`src/rtl/fifo_pkg.sv`:
```
`default_nettype none
// ============================================================================
// Package     : fifo_pkg
// Description : Shared constants and helpers for the fifo block family.
// Revision    : 1.0 - initial release
// ============================================================================
package fifo_pkg;

    // Deepest FIFO read pipeline the read-side engines are built to absorb.
    localparam int RD_LATENCY_MAX = 4;

    // Counter width able to hold values 0..n-1, never narrower than one bit.
    function automatic int cnt_w(input int n);
        return (n < 2) ? 1 : $clog2(n);
    endfunction

endpackage
`default_nettype wire

```
`src/rtl/rd_stream_buf.sv`:
```
`default_nettype none
// ============================================================================
// Module      : rd_stream_buf
// Description : Single-clock first-word-fall-through buffer. The head entry is
//               visible on head_data whenever occ is non-zero; push and pop on
//               the same edge leave occ unchanged and advance the head.
// Revision    : 1.0 - initial release
// ============================================================================
module rd_stream_buf
    import fifo_pkg::*;
#(
    parameter int DATA_WIDTH = 8,
    parameter int DEPTH      = 3
) (
    input  logic                         clk,
    input  logic                         rst,
    input  logic                         push,
    input  logic [DATA_WIDTH-1:0]        push_data,
    input  logic                         pop,
    output logic [cnt_w(DEPTH+1)-1:0]    occ,
    output logic [DATA_WIDTH-1:0]        head_data
);

    localparam int C_PTR_W = cnt_w(DEPTH);
    localparam int C_OCC_W = cnt_w(DEPTH + 1);

    logic [DATA_WIDTH-1:0] r_mem [DEPTH];
    logic [C_PTR_W-1:0]    r_wr_ptr;
    logic [C_PTR_W-1:0]    r_rd_ptr;
    logic [C_OCC_W-1:0]    r_occ;
    logic                  w_pop;

    // Pointers wrap explicitly so DEPTH need not be a power of two.
    function automatic logic [C_PTR_W-1:0] ptr_next(input logic [C_PTR_W-1:0] p);
        return (p == C_PTR_W'(DEPTH - 1)) ? '0 : p + C_PTR_W'(1);
    endfunction

    // A pop against an empty buffer is ignored rather than corrupting occ.
    assign w_pop     = pop && (r_occ != '0);
    assign occ       = r_occ;
    assign head_data = r_mem[r_rd_ptr];

    // Storage array: data only, no reset needed since occ qualifies it.
    always_ff @(posedge clk) begin
        if (push) begin
            r_mem[r_wr_ptr] <= push_data;
        end
    end

    // Pointer and occupancy bookkeeping.
    always_ff @(posedge clk or posedge rst) begin
        if (rst) begin
            r_wr_ptr <= '0;
            r_rd_ptr <= '0;
            r_occ    <= '0;
        end else begin
            if (push) begin
                r_wr_ptr <= ptr_next(r_wr_ptr);
            end
            if (w_pop) begin
                r_rd_ptr <= ptr_next(r_rd_ptr);
            end
            case ({push, w_pop})
                2'b10:   r_occ <= r_occ + C_OCC_W'(1);
                2'b01:   r_occ <= r_occ - C_OCC_W'(1);
                default: r_occ <= r_occ;
            endcase
        end
    end

endmodule
`default_nettype wire

```
`src/rtl/fifo_rd_stream.sv`:
```
`default_nettype none
// ============================================================================
// Module      : fifo_rd_stream
// Description : Read-side drain engine for the fifo block. Issues rd_en while
//               the FIFO is non-empty and credit remains, absorbs the fixed
//               FIFO read latency, and re-presents the data as a valid/ready
//               stream with a per-packet out_last marker.
// Revision    : 1.0 - initial release
// ============================================================================
module fifo_rd_stream
    import fifo_pkg::*;
#(
    parameter int DATA_WIDTH = 8,
    parameter int RD_LATENCY = 1,
    parameter int PKT_LEN    = 4,
    parameter int BUF_DEPTH  = RD_LATENCY + 2
) (
    input  logic                  rd_clk,
    input  logic                  rst,
    input  logic                  fifo_empty,
    output logic                  rd_en,
    input  logic [DATA_WIDTH-1:0] data_rd,
    output logic [DATA_WIDTH-1:0] out_data,
    output logic                  out_valid,
    input  logic                  out_ready,
    output logic                  out_last
);

    localparam int C_OCC_W  = cnt_w(BUF_DEPTH + 1);
    localparam int C_INF_W  = cnt_w(RD_LATENCY + 1);
    localparam int C_BEAT_W = cnt_w(PKT_LEN);
    localparam int C_SUM_W  = cnt_w(BUF_DEPTH + RD_LATENCY + 1);

    logic [RD_LATENCY-1:0] r_rd_sr;
    logic [C_INF_W-1:0]    r_inflight;
    logic [C_BEAT_W-1:0]   r_beat_cnt;
    logic [C_OCC_W-1:0]    w_occ;
    logic [DATA_WIDTH-1:0] w_head;
    logic [C_SUM_W-1:0]    w_credit_used;
    logic                  w_push;
    logic                  w_pop;

    // Every buffered or in-flight entry holds one credit; a pop in the
    // current cycle only frees its credit from the next cycle onward, so the
    // buffer can never be overrun even when all in-flight reads land at once.
    assign w_credit_used = C_SUM_W'(w_occ) + C_SUM_W'(r_inflight);
    assign rd_en         = !rst && !fifo_empty && (w_credit_used < C_SUM_W'(BUF_DEPTH));

    // The read issued RD_LATENCY edges ago has its data on data_rd now.
    assign w_push = r_rd_sr[RD_LATENCY-1];

    assign out_valid = (w_occ != '0);
    assign w_pop     = out_valid && out_ready;
    assign out_data  = out_valid ? w_head : '0;
    assign out_last  = out_valid && (r_beat_cnt == C_BEAT_W'(PKT_LEN - 1));

    generate
        if (RD_LATENCY == 1) begin : g_sr_single
            // Single-stage read pipeline: the flag is the issued read itself.
            always_ff @(posedge rd_clk or posedge rst) begin
                if (rst) begin
                    r_rd_sr <= '0;
                end else begin
                    r_rd_sr <= rd_en;
                end
            end
        end else begin : g_sr_multi
            // Multi-stage read pipeline tracking each issued read.
            always_ff @(posedge rd_clk or posedge rst) begin
                if (rst) begin
                    r_rd_sr <= '0;
                end else begin
                    r_rd_sr <= {r_rd_sr[RD_LATENCY-2:0], rd_en};
                end
            end
        end
    endgenerate

    // Count of reads issued but not yet landed in the buffer.
    always_ff @(posedge rd_clk or posedge rst) begin
        if (rst) begin
            r_inflight <= '0;
        end else begin
            case ({rd_en, w_push})
                2'b10:   r_inflight <= r_inflight + C_INF_W'(1);
                2'b01:   r_inflight <= r_inflight - C_INF_W'(1);
                default: r_inflight <= r_inflight;
            endcase
        end
    end

    // Beat position within the current packet, advanced on each accepted beat.
    always_ff @(posedge rd_clk or posedge rst) begin
        if (rst) begin
            r_beat_cnt <= '0;
        end else if (w_pop) begin
            if (r_beat_cnt == C_BEAT_W'(PKT_LEN - 1)) begin
                r_beat_cnt <= '0;
            end else begin
                r_beat_cnt <= r_beat_cnt + C_BEAT_W'(1);
            end
        end
    end

    rd_stream_buf #(
        .DATA_WIDTH (DATA_WIDTH),
        .DEPTH      (BUF_DEPTH)
    ) u_buf (
        .clk       (rd_clk),
        .rst       (rst),
        .push      (w_push),
        .push_data (data_rd),
        .pop       (w_pop),
        .occ       (w_occ),
        .head_data (w_head)
    );

endmodule
`default_nettype wire
```
`config.mk`:
```
export PLATFORM = sky130hd
export DESIGN_NAME = fifo_rd_stream
export DESIGN_NICKNAME = d
export VERILOG_FILES = /design/src/rtl/fifo_pkg.sv /design/src/rtl/rd_stream_buf.sv /design/src/rtl/fifo_rd_stream.sv
export SDC_FILE = /design/constraint.sdc
export NUM_CORES = 1
export LEC_CHECK = 0
export CAP_MARGIN = 20
export CELL_PAD_IN_SITES_DETAIL_PLACEMENT = 0
export CELL_PAD_IN_SITES_GLOBAL_PLACEMENT = 2
export CORE_ASPECT_RATIO = 1.75
export CORE_MARGIN = 2
export CORE_UTILIZATION = 30
export CTS_BUF_LIST = sky130_fd_sc_hd__clkbuf_16
export CTS_CLUSTER_SIZE = 24
export DETAILED_ROUTE_END_ITERATION = 8
export PLACE_DENSITY_LB_ADDON = 0.1
export SLEW_MARGIN = 10
export SYNTH_ARGS = -nofsm -noshare
export SYNTH_HDL_FRONTEND = slang
export SYNTH_SLANG_ARGS = --single-unit
```
`constraint.sdc`:
```
create_clock -name rd_clk -period 2.3 [get_ports rd_clk]
set_input_delay 0.69 -clock rd_clk [delete_from_list [all_inputs] [get_ports rd_clk]]
set_output_delay 0.69 -clock rd_clk [all_outputs]
set_load 0.02 [all_outputs]
```
# After elaboration in Yosys (flattened, before gate mapping)
# Memories as Yosys holds them, arrays and structs flattened.
# Cells that the tools add are included.
[op_classes]
addsub = 8
n_eq_ne = 7
reduce_logical = 10
order_cmp = 1
mux = 8
[ops]
columns = ["operator", "n"]
rows = [
  ["$eq 2x2->1 const B", 5],
  ["$add 2x1->2 const B", 4],
  ["$mux 8", 1],
  ["$mux 2", 3],
  ["$reduce_bool 2->1", 3],
  ["$logic_and 1x1->1", 5],
  ["$eq 2x1->1 const B", 2],
  ["$pmux 2 s2", 1],
  ["$add 2x1->3", 1],
  ["$lt 3x2->1 const B", 1],
  ["$logic_not 1->1", 2],
  ["$mux 1", 2],
  ["$pmux 1 s2", 1],
  ["$sub 2x1->2 const B", 1],
  ["$add 1x1->1 const B", 1],
  ["$sub 1x1->1 const B", 1],
]
[totals]
out_inout_bits = 11
memories = 1
mem_bits_rw = 24
reg_bits = 10
[mem_list]
columns = ["name", "depth", "width", "read_ports", "rd_clocked_by_memory_dff", "wr", "line_no", "source"]
rows = [
  ["u_buf.r_mem", 3, 8, 1, 0, 1, "rd_stream_buf.sv:27", "logic [DATA_WIDTH-1:0] r_mem [DEPTH];"],
]

# Logic depth before layout (Yosys ltp)
[logic_depth]
ltp_word = 5
depth_mapped = 6
mapped_depth_nobuf = 6

# Hierarchy
# From an unflattened synthesis, not the netlist that was laid out.
[hier_totals]
hier_cells = 105
hier_area_um2 = 1448.9
[by_module_without_submodules]
columns = ["mod", "area_each_um2", "cells_each", "instances"]
rows = [
  ["rd_stream_buf", 1163.6, 78, 1],
  ["fifo_rd_stream", 285.3, 27, 1],
]

# Worst setup path after synthesis
# Ideal clock, no wire load.
[synth_path]
path_type = "register to output"
start = "register u_buf.r_occ[0], in the netlist u_buf.occ[0]"
end = "output rd_en"
setup_slack_ns = 0.135
t_required_ns = 1.610
arrival_time_ns = 1.475
path_buffers = 0
stages_incl_launch_ff = 4
cell_sequence = "dfrtp_1 > ha_1 > ha_1 > a2111oi_4"
[synth_between]
elab_chain_cells = 3
[synth_rtl]
columns = ["item", "line_no", "source"]
rows = [
  ["start, declared", "rd_stream_buf.sv:30", "logic [C_OCC_W-1:0] r_occ;"],
  ["start signal, assigned", "rd_stream_buf.sv:64", "2'b10: r_occ <= r_occ + C_OCC_W'(1);"],
  ["start signal, assigned", "rd_stream_buf.sv:65", "2'b01: r_occ <= r_occ - C_OCC_W'(1);"],
  ["start signal, assigned", "rd_stream_buf.sv:66", "default: r_occ <= r_occ;"],
  ["$add 2x1->3", "fifo_rd_stream.sv:46", "assign w_credit_used = C_SUM_W'(w_occ) + C_SUM_W'(r_inflight);"],
  ["$lt 3x2->1", "fifo_rd_stream.sv:47", "assign rd_en = !rst && !fifo_empty && (w_credit_used < C_SUM_W'(BUF_DEPTH));"],
  ["$logic_and 1x1->1", "fifo_rd_stream.sv:47", ""],
  ["end, declared", "fifo_rd_stream.sv:21", "output logic rd_en,"],
]
# Every way passes these cells.

# Final worst setup path
[layout_path]
start = "input rst"
end = "output rd_en"
[layout_between]
elab_chain_cells = 3
[layout_rtl]
columns = ["item", "line_no", "source"]
rows = [
  ["start, declared", "fifo_rd_stream.sv:19", "input logic rst,"],
  ["$logic_not 1->1 (no line)", "--", ""],
  ["$logic_and 1x1->1 (2 in series)", "fifo_rd_stream.sv:47", ""],
]
# Every way passes these cells.

==> run_results.csv <==
group,metric,value,unit
worst_setup_path,cp_slowest_cell,"clkdlybuf4s50_1",
synth,syn_inst,93,
die,num_rows,33,
cts,clock_latency,270,ps
timing,finalSetupViolations,0,
hold_path,hp-class,"flop to flop",
finish,nNetsFinal,147,
timing,rsz0062_at_grt,"yes",
finish,final_cells,184,
grt,grt_overflow_total,0,
cts,ctsRootBufferMaster,"clkbuf_16",
cts,cts_sinks,34,
worst_setup_path,max_stage_delay,450,ps
drt,routed-via-count,818,
finish,area_delta_synth_final,32.6,%
finish,antennaDiodeCount,0,
drt,drt-wirelength-per-cell,13.3,um
synth,syn_avg_cell_area,15.8,um^2
timing,finClkSkew,2.34,ps
pwr,vdd_ir_drop_max,0.654,mV
timing,fmax,0.441,GHz
cts,clkTransAtPathRegs,50,ps
status,status,"finished, final reports clean",
worst_setup_path,critPathKind,"primary input to primary output",
synth,yosys_warnings,0,
die,dieArea,0.00549,mm^2
cts,cts_tree,"built",
synth,async_flop_share,0.294,
timing,slew_headroom,0.729,
cts,cts_buffers,5,
grt,grt_pass1_vias,838,
drt,antenna_left,0,
die,ioPinCount,23,
worst_setup_path,crit_required,1610,ps
finish,fillers,463,
die,die_x,56.9,um
timing,hold_viol,0,
finish,final_cell_mix,"edfxtp_1, nor2_1, buf_4, clkdlybuf4s50_1",
die,core_region_area,0.00471,mm^2
finish,final_area,0.00194,mm^2
drt,drt_wl_total,2.45,mm
grt,use_met1,0.103,
grt,grt_usage,0.102,
place,dp.cells,176,
pwr,power.leakage,0.796,nW
synth,ys_seq_area_frac,0.662,
die,start_util,0.312,
timing,finalSetupTns,0,ps
finish,drive_gt1_frac,0.311,
worst_setup_path,critical_path.top_delay_family,"buffers and inverters",
grt,grt_antenna_before_repair,0,
cts,h-tree-depth,2,
synth,syn-num-nets,109,
worst_setup_path,crit_arrival,1580,ps
grt,grt_pass1_wl,3.97,mm
synth,synth_area,0.00147,mm^2
grt,top_usage_layer,"met2",
grt,met2_usage,0.185,
synth,synthFlopType,"edfxtp_1",
worst_setup_path,cp_max_fo,2,
cts,hold_buffers,0,
synth,synth_cell_types,23,
drt,dr.first_iter.drc_count,31,
worst_setup_path,worst_setup_path_end_kind,"primary output",
place,post_dp_cell_area,0.00183,mm^2
drt,vias_per_cell,4.45,
timing,tightest_slew,407,ps
grt,grt_start_max_net_pins,12,
synth,synth_edf_count,24,
place,place.port_buffers,22,
timing,fin_crit_sh,0.986,
cts,cts_buffer_depth,2,
grt,use_met3,0.0333,
finish,final_common_cell,"edfxtp_1",
synth,ys_ff_latch,34,
timing,final_max_slew_viol_count,0,
place,gp_congestion,0.618,
timing,timing.final.crit_period,2270,ps
drt,drc,0,
worst_setup_path,path_cells,"clkdlybuf4s50_1 -> a2111oi_4 -> buf_4",
cts,cts_setup_buffers,0,
job,max-cap-violations,0,
drt,dr.pass1.iters,4,
worst_setup_path,start_kind,"primary input",
pwr,power.density,1360,mW/mm^2
die,die_h,96.5,um
finish,final_core_util,0.413,
worst_setup_path,critical_path_buf_inv_count,2,
==> cells in the mapped netlist, types with 2 or more instances <==
master	n	area, um^2
a21o_1	4	30.0
dfrtp_1	10	250
edfxtp_1	24	721
ha_1	4	50.1
inv_1	4	15.0
mux2_4	7	105
mux2i_1	8	80.1
nand2_1	3	11.3
nor2_1	11	41.3
nor3_1	2	10.0
xnor2_1	4	35.0
==> registers in the layout, summed over array words and instances (netlist names) <==
register	cells
r_inflight	1
u_buf.occ	2
r_beat_cnt	2
u_buf.r_rd_ptr	2
r_rd_sr	1
u_buf.r_wr_ptr	2
u_buf.r_mem	24
==> worst reg2reg max path, stage by stage (launching register included) <==
cell and delay, ps:
dfrtp_1 410, buf_4 170, o21ai_2 310, inv_1 80
ha_1 310, nor2_1 140, xor2_1 150
==> through the flow <==
step / hold slack [ps] / total power, mW / setup slack (ps)
after floorplan: 468 / 1.65 / 135
after global placement: 478 / 2.12 / -463
after detailed placement: 490 / 2.14 / -513
after CTS: 501 / 2.73 / 3.04
after global routing: 533 / 2.81 / -50.3
final: 494 / 2.64 / 32.6
==> final cells by class <==
type | count | area (um^2) | area share
inverters | 4 | 15.0 | 0.00772
clock inverters | 3 | 12.5 | 0.00644
multi-input cells | 53 | 479 | 0.246
well taps | 52 | 65.1 | 0.0335
repair buffers | 33 | 274 | 0.141
clock buffers | 5 | 125 | 0.0644
flip-flops and latches | 34 | 973 | 0.501
==> power by group <==
group	switching (mW)	internal, mW
registers	0.131	0.812
clock network	0.215	0.390
logic	0.525	0.565
total	0.871	1.77
==> final timing paths <==
kind | start | end | slack [ps] | depth (start not counted)
min in group asynchronous | rst | u_buf.occ[1] | 790 | 2
hold reg to reg | r_beat_cnt[1] | r_beat_cnt[1] | 490 | 1
max in group asynchronous | rst | u_buf.r_rd_ptr[1] | 1200 | 2
hold / removal | r_beat_cnt[1] | r_beat_cnt[1] | 490 | 1
setup / recovery | rst | rd_en | 30 | 3
setup reg to reg | u_buf.occ[1] | u_buf.occ[1] | 670 | 6
==> what timing repair did <==
action                     CTS  global route
resized for setup           33             7
setup endpoints to repair   11             8
pin swaps                    1             0
==> routing by layer <==
| metal | part of all wire | wire length, um |
|---|---|---|
| met2 | 0.57 | 1390 |
| met1 | 0.38 | 926 |
| met5 | 0 | 0 |
| met3 | 0.041 | 100 |
| met4 | 0.012 | 29 |
==> kinds of logic (layout without fill, tap and decap cells) <==
kind of cell / Yosys count / in the layout / synth area share
buf+inv: 6 / 45 / 0.0213
xor+xnor: 5 / 5 / 0.0299
mux: 17 / 17 / 0.142
compound gates: 7 / 7 / 0.0486
fa+ha+maj: 4 / 4 / 0.0341
simple gates: 20 / 20 / 0.0623
flops: 34 / 34 / 0.662
Note: power is estimated with default switching activity, not from simulation.
